$ cat src/rtl/fifo_element.sv
// Single storage stage of a shift-register FIFO: one data word plus a full flag.
// Chained prev -> this -> next; the accept term ripples back combinationally from the consumer.
module fifo_element #(
  parameter int               WIDTH      = 8,
  parameter logic [WIDTH-1:0] DATA_RESET = '0
) (
  input  logic             clk,
  input  logic             reset,
  input  logic             clear,
  input  logic             prev_full,
  input  logic [WIDTH-1:0] prev_data,
  output logic             prev_accept,
  input  logic             next_accept,
  output logic             full,
  output logic [WIDTH-1:0] data
);

  logic             r_full;
  logic [WIDTH-1:0] r_data;
  logic             w_accept;

  // A stage can take a new word when it is empty or its word leaves this edge.
  assign w_accept = clear ? 1'b0 : (!r_full || next_accept);

  always_ff @(posedge clk or posedge reset) begin
    if (reset) begin
      r_full <= 1'b0;
      r_data <= DATA_RESET;
    end else if (clear) begin
      r_full <= 1'b0;
      r_data <= DATA_RESET;
    end else if (w_accept) begin
      r_full <= prev_full;
      r_data <= prev_full ? prev_data : DATA_RESET;
    end
  end

  assign prev_accept = w_accept;
  assign full        = r_full;
  assign data        = r_data;

endmodule

$ cat config.mk
export PLATFORM = sky130hd
export DESIGN_NAME = fifo_element
export DESIGN_NICKNAME = d
export VERILOG_FILES = /design/src/rtl/fifo_element.sv
export SDC_FILE = /design/constraint.sdc
export NUM_CORES = 1
export LEC_CHECK = 0
export BUFFER_PORTS_ARGS = -buffer_cell sky130_fd_sc_hd__buf_2
export CAP_MARGIN = 0
export CORE_AREA = 2 2 39 41
export DETAILED_ROUTE_END_ITERATION = 10
export DIE_AREA = 0 0 41 43
export PLACE_DENSITY = 0.59
export SLEW_MARGIN = 40
export SYNTH_ARGS = -nofsm -noshare
export SYNTH_HDL_FRONTEND = slang
export SYNTH_SLANG_ARGS = --single-unit
$ cat constraint.sdc
create_clock -name clk -period 2.21 [get_ports clk]
set_clock_uncertainty 0.05 [all_clocks]
set_input_delay 0.1105 -clock clk [delete_from_list [all_inputs] [get_ports clk]]
set_output_delay 0.1105 -clock clk [all_outputs]
set_load 0.01 [all_outputs]
==> results by group, run 1 <==
Route
  • Wire per inst: 11.1 um
  • Via density: 4.52
  • Detailed Routing Iterations Pass 1: 4
  • Post-route DRC violation count: 0
  • WL final: 912 um
  • Vias: 371
  • Initial DRC Count: 11
  • ANT nets after route: 0

Power and ir drop
  • Power per Cell Area: 668 mW/mm2
  • Lkg Pwr: 0.280 nW
  • Combinational power share: 13.5%
  • Worst IR Drop VDD: 216 uV
  • Switching share of power: 25.7%
  • Int Pwr: 263 uW
  • Share of power burned in the clock network: 36.8%
  • Final Total Pwr: 354 uW
  • Net Sw Power: 90.8 uW
  • Seq pwr share: 49.7%

Logic synthesis
  • Synth top area share: 58.6%
  • Distinct cells, synth: 11
  • Synth Flop Type: dfrtp_1
  • Number of synthesized flops with an enable pin: 0
  • Top cells by count, synth: dfrtp_1, a21oi_1, nand2_1, nand3_1, nor2_1
  • Most common cell in the netlist: dfrtp_1
  • YS warnings: 0
  • Largest cells by area after synthesis: dfrtp_1, a21oi_1, nand3_1, nand2_1, nor2_1
  • Post-Syn Instances: 43
  • Syn_nets: 56
  • Post-synthesis register bit count: 9
  • Async set-or-reset flop fraction in the synthesized netlist: 100%
  • Dominant cell type by area after synthesis: dfrtp_1
  • Cell Area, Synth: 384 um2
  • Mean Syn Cell Area: 8.93 um2
  • Sequential area share after synthesis: 58.6%

Die
  • Initial Utilization: 27.8%
  • Die width: 41 um
  • Ports: 23
  • CORE AREA: 0.00138 mm2
  • Die Area: 0.00176 mm2
  • Die height: 43 um
  • FP Rows: 14

Critical path
  • Cell Chain, Critical Path: nor2b_1 > nor2_1 > buf_2
  • Slowest cell on crit path: nor2b_1
  • Crit Path Max Fanout: 10
  • Critical path buffers and inverters: 1
  • Crit Path Class: reg -> out
  • Crit. End Element: output pin
  • CP peak stage delay: 510 ps
  • Critical path launch point type: register
  • CP Data Required Time: 2050 ps
  • Crit path DAT: 1360 ps
  • Delay-heaviest family, CP: simple AND/OR/NAND/NOR gates

Clocking
  • Setup bufs post-CTS: 0
  • CTS Buffer Depth: 2
  • Worst skew pair latency: 260 ps
  • CTS buffer count: 3
  • Worst-path clk slew: 60 ps
  • TritonCTS clock tree: done
  • Root buffer cell: clkbuf_4
  • Post-CTS sizing: 0
  • CTS Sinks: 9
  • H-tree depth: 1

Timing
  • RSZ-0062 raised after global routing: false
  • Least-Margin Pin Slew: 591 ps
  • Setup slack after layout: 691 ps
  • Relative slew slack: 60.5%
  • Fin. max-slew vios: 0
  • Fin. Hold Viols: 0
  • Min Clock Period, post-route: 1520 ps
  • Final worst-path cycle share: 68.7%
  • Setup TNS: 0 ps
  • Achievable frequency: 658 MHz
  • Final setup vio count: 0

Placed design
  • GP Congestion: 0.649
  • Post-DP HPWL: 633 um
  • Worst slack, placed: 961 ps
  • Port buffer count: 22

Finish
  • Layout area overhead: 37.8%
  • Share of cells above drive strength 1: 37.9%
  • Fillers: 155
  • Nets@finish: 80
  • Antenna cells: 0

Job
  • Max cap viols: 0

Global routing
  • Number of global-route vias before repair: 309
  • Antenna violations before repair: 0
  • Congestion Overflow GR: 0
  • GRT Total Usage: 11.3%
  • Largest net degree at the start of global routing: 11
  • First-pass GRT wire length: 1270 um

Status
  • Status: finished, final reports clean

Min path
  • Tightest Hold Check Type: in -> reg
sequential cells by signal (all words and copies together) (netlist names):
name and cells:
full 1, data 8
cell usage in the layout (no fill, tap or decap):
| cell type | count |
|---|---|
| a21oi_1 | 8 |
| buf_2 | 22 |
| clkbuf_1 | 1 |
| clkbuf_4 | 3 |
| dfrtp_1 | 9 |
| dlygate4sd3_1 | 1 |
| inv_1 | 1 |
| nand2_1 | 8 |
| nand2b_1 | 1 |
| nand3_1 | 8 |
| nor2_1 | 3 |
| nor2b_1 | 1 |
power groups by stage:
stage	combinational, mW	sequential [mW]	clock (mW)
after floorplan	0.0226	0.183	0
after global placement	0.0469	0.179	0
after detailed placement	0.0471	0.179	0
after CTS	0.0486	0.176	0.134
after global routing	0.0536	0.176	0.141
final	0.0477	0.176	0.130
layer usage:
layer	vias to the layer above	share of wire, %	track usage [%]
li1	188	-	-
met1	159	45	14.2
met2	19	40	14.1
met3	5	9.9	3.14
met4	0	4.8	12.0
met5	-	0	0
cell type report:
| type | instances | area, um2 | area share, % |
|---|---|---|---|
| flip-flops and latches | 9 | 225 | 42.6 |
| inverters | 1 | 3.75 | 0.709 |
| well taps | 16 | 20.0 | 3.78 |
| clock buffers | 4 | 26.3 | 4.96 |
| repair buffers | 23 | 120 | 22.7 |
| multi-input cells | 29 | 134 | 25.3 |
tightest hold or removal path: stages:
cell and delay [ps]:
buf_2 90, nand3_1 50, a21oi_1 60
what timing repair did:
item                       CTS  global route
hold buffers                 1             0
setup endpoints to repair    0             0
hold endpoints to repair     9             0
kinds of logic after synthesis:
| logic type | count (synthesis) | synth area share [%] |
|---|---|---|
| flops | 9 | 58.6 |
| simple gates | 21 | 24.4 |
| compound gates | 8 | 10.4 |
| buf+inv | 5 | 6.51 |
path summary, 6_finish.rpt:
kind | start | endpoint | slack [ps] | depth (start not counted)
hold / removal | prev_data[5] | data[5] | 40 | 3
max in group asynchronous | reset | data[5] | 1550 | 3
min in group asynchronous | reset | data[6] | 300 | 3
hold reg to reg | data[5] | data[5] | 470 | 2
setup / recovery | full | prev_accept | 690 | 3
setup reg to reg | full | data[3] | 970 | 3
through the flow:
stage	hold WS (ps)	util, %	std cells	cell area, um2
floorplan	-112	-	43	384
global placement	34.3	35.6	77	493
detailed placement	40.4	35.6	77	493
CTS	38.0	38.2	82	529
global route	48.4	38.2	82	529
finish	40.6	38.2	82	529
Power figures use the tool's default switching activity.
==> inputs of run 2 (changes only) <==
- PLACE_DENSITY: 0.59 -> 0.61
- clock period: 2.21 -> 1.3 ns (I/O delays scaled with it)
==> results by group, run 2 (synthesized netlist as in run 1, its figures left out) <==
Status
  • Status: finished, final reports clean

Job
  • Max cap viols: 0 (unchanged)

Clocking
  • H-tree depth: 1 (unchanged)
  • Setup bufs post-CTS: 0 (unchanged)
  • Root buffer cell: clkbuf_4
  • Worst-path clk slew: 60 ps (about the same)
  • CTS Sinks: 9 (unchanged)
  • Worst skew pair latency: 250 ps (about the same)
  • CTS Buffer Depth: 2 (unchanged)
  • TritonCTS clock tree: done
  • CTS buffer count: 3 (unchanged)

Global routing
  • Antenna violations before repair: 0 (unchanged)
  • GRT Total Usage: 11.8% (+0.42 points)
  • Largest net degree at the start of global routing: 11 (unchanged)
  • Congestion Overflow GR: 0 (unchanged)
  • First-pass GRT wire length: 1320 um (+4.3%)
  • Number of global-route vias before repair: 308 (-0.32%)

Finish
  • Layout area overhead: 39.7%
  • Flip-flop and latch area: 225 um2 (unchanged)
  • Area of the multi-input gates: 141 um2 (+5.6%)
  • Fillers: 149 (-3.9%)
  • Commonest non-fill, non-tap cell in the layout: buf_2
  • Post-layout util: 38.8% (+0.54 points)
  • Share of cells above drive strength 1: 39.4% (+1.5 points)
  • Max reg flops: 8 (unchanged)
  • Nets@finish: 80 (unchanged)
  • Antenna cells: 0 (unchanged)
  • Most frequent cells in the layout: buf_2, dfrtp_1, nand2_1, nand3_1, a21oi_1

Critical path
  • Cell Chain, Critical Path: nor2b_4 > nor2_1 > buf_2
  • Critical path buffers and inverters: 1 (unchanged)
  • Crit Path Class: reg -> out
  • Slowest cell on crit path: dfrtp_1
  • FF-to-FF Start: full
  • R2r endpoint: data[2]
  • Setup crit start: full
  • Crit path DAT: 1100 ps (-260 ps)
  • Cells on worst reg2reg path: 3 (unchanged)
  • R2r setup slk: 230 ps (-740 ps)
  • Crit Path Max Fanout: 10 (unchanged)
  • Crit. End Element: output pin
  • CP Data Required Time: 1190 ps (-860 ps)
  • CP peak stage delay: 360 ps (-150 ps)
  • Delay-heaviest family, CP: flip-flops
  • Critical path launch point type: register

Power and ir drop
  • Worst IR Drop VDD: 378 uV (+75%)
  • Lkg Pwr: 0.283 nW (+1.0%)
  • Power per Cell Area: 1100 mW/mm2 (+64%)
  • Final Total Pwr: 589 uW (+66%)

Min path
  • Hold depth: 3 (unchanged)
  • Worst Hold Path EP: data[5]
  • Hold path startpoint: prev_data[5]
  • Tightest Hold Check Type: in -> reg

Timing
  • Worst hold margin: 15.3 ps (-25.3 ps)
  • Min Clock Period, post-route: 1210 ps
  • Relative slew slack: 76.5% (+16 points)
  • Final setup vio count: 0 (unchanged)
  • Setup TNS: 0 ps (unchanged)
  • Setup slack after layout: 85.0 ps (-606 ps)
  • RSZ-0062 raised after global routing: false
  • Least-Margin Pin Slew: 352 ps (-239 ps)
  • Final worst-path cycle share: 93.5%
  • Fin. Hold Viols: 0 (unchanged)
  • Fin. max-slew vios: 0 (unchanged)
  • Achievable frequency: 823 MHz

Route
  • WL final: 899 um (-1.4%)
  • Via density: 4.48 (-1.1%)
  • Post-route DRC violation count: 0 (unchanged)
  • Detailed Routing Iterations Pass 1: 4 (unchanged)
  • ANT nets after route: 0 (unchanged)
  • Wire per inst: 11.0 um (-1.4%)
  • Vias: 367 (-1.1%)
  • Initial DRC Count: 4 (-7)

Placed design
  • GP Congestion: 0.667 (+2.8%)
  • Port buffer count: 22 (unchanged)
  • Worst slack, placed: 4.55 ps (-957 ps)

Die
  • CORE AREA: 0.00138 mm2 (unchanged)
  • Ports: 23 (unchanged)
  • Die width: 41 um (unchanged)
  • Die height: 43 um (unchanged)
  • Die Area: 0.00176 mm2 (unchanged)
  • Initial Utilization: 27.8% (unchanged)
  • FP Rows: 14 (unchanged)
[run 2: cell count changes in the layout (fill, tap and decap cells not counted)]
| cell | previous run | this run |
|---|---|---|
| nor2b_1 | 1 | 0 |
| nor2b_4 | 0 | 1 |
[run 2: layout make-up]
type                    instances  share of cell area, %
clock buffers                   4                   4.90
flip-flops and latches          9                   42.0
repair buffers                 23                   22.4
multi-input cells              29                   26.3
inverters                       1                  0.699
well taps                      16                   3.73
[run 2: layer usage]
metal	vias to the layer above	track usage, %	wire length (um)
met4	0	10.0	8
met2	14	14.7	397
met5	-	0	0
met3	2	3.14	74
met1	162	15.9	418
li1	189	-	-
[run 2: worst max path at each step]
stage	to	slack [ps]	cells past startpoint
2_1_floorplan	full	320	4
3_3_place_gp	data[0]	60	3
3_5_place_dp	data[4]	5	3
4_1_cts	prev_accept	70	3
5_1_grt	prev_accept	20	3
6_report	prev_accept	90	3
[run 2: power by group]
| group | internal, mW | switching [mW] | total (mW) |
|---|---|---|---|
| sequential | 0.293 | 0.00607 | 0.299 |
| combinational | 0.0374 | 0.0473 | 0.0847 |
| clock | 0.118 | 0.0876 | 0.205 |
[run 2: repair_timing]
item,in CTS,in global routing
resized for setup,2,0
hold endpoints to repair,9,0
hold buffers,1,0
endpoints found under the setup margin,8,0
[run 2: worst register-to-register path: cells and delay by family, from the launching register on]
family | cells | cell delay (ps)
compound gates | 1 | 150
flops | 1 | 390
simple gates | 2 | 400
[run 2: stage by stage]
stage          std cells  cell area (um2)
2_1_floorplan         43              384
3_3_place_gp          77              493
3_5_place_dp          77              493
4_1_cts               82              537
5_1_grt               82              537
6_report              82              537
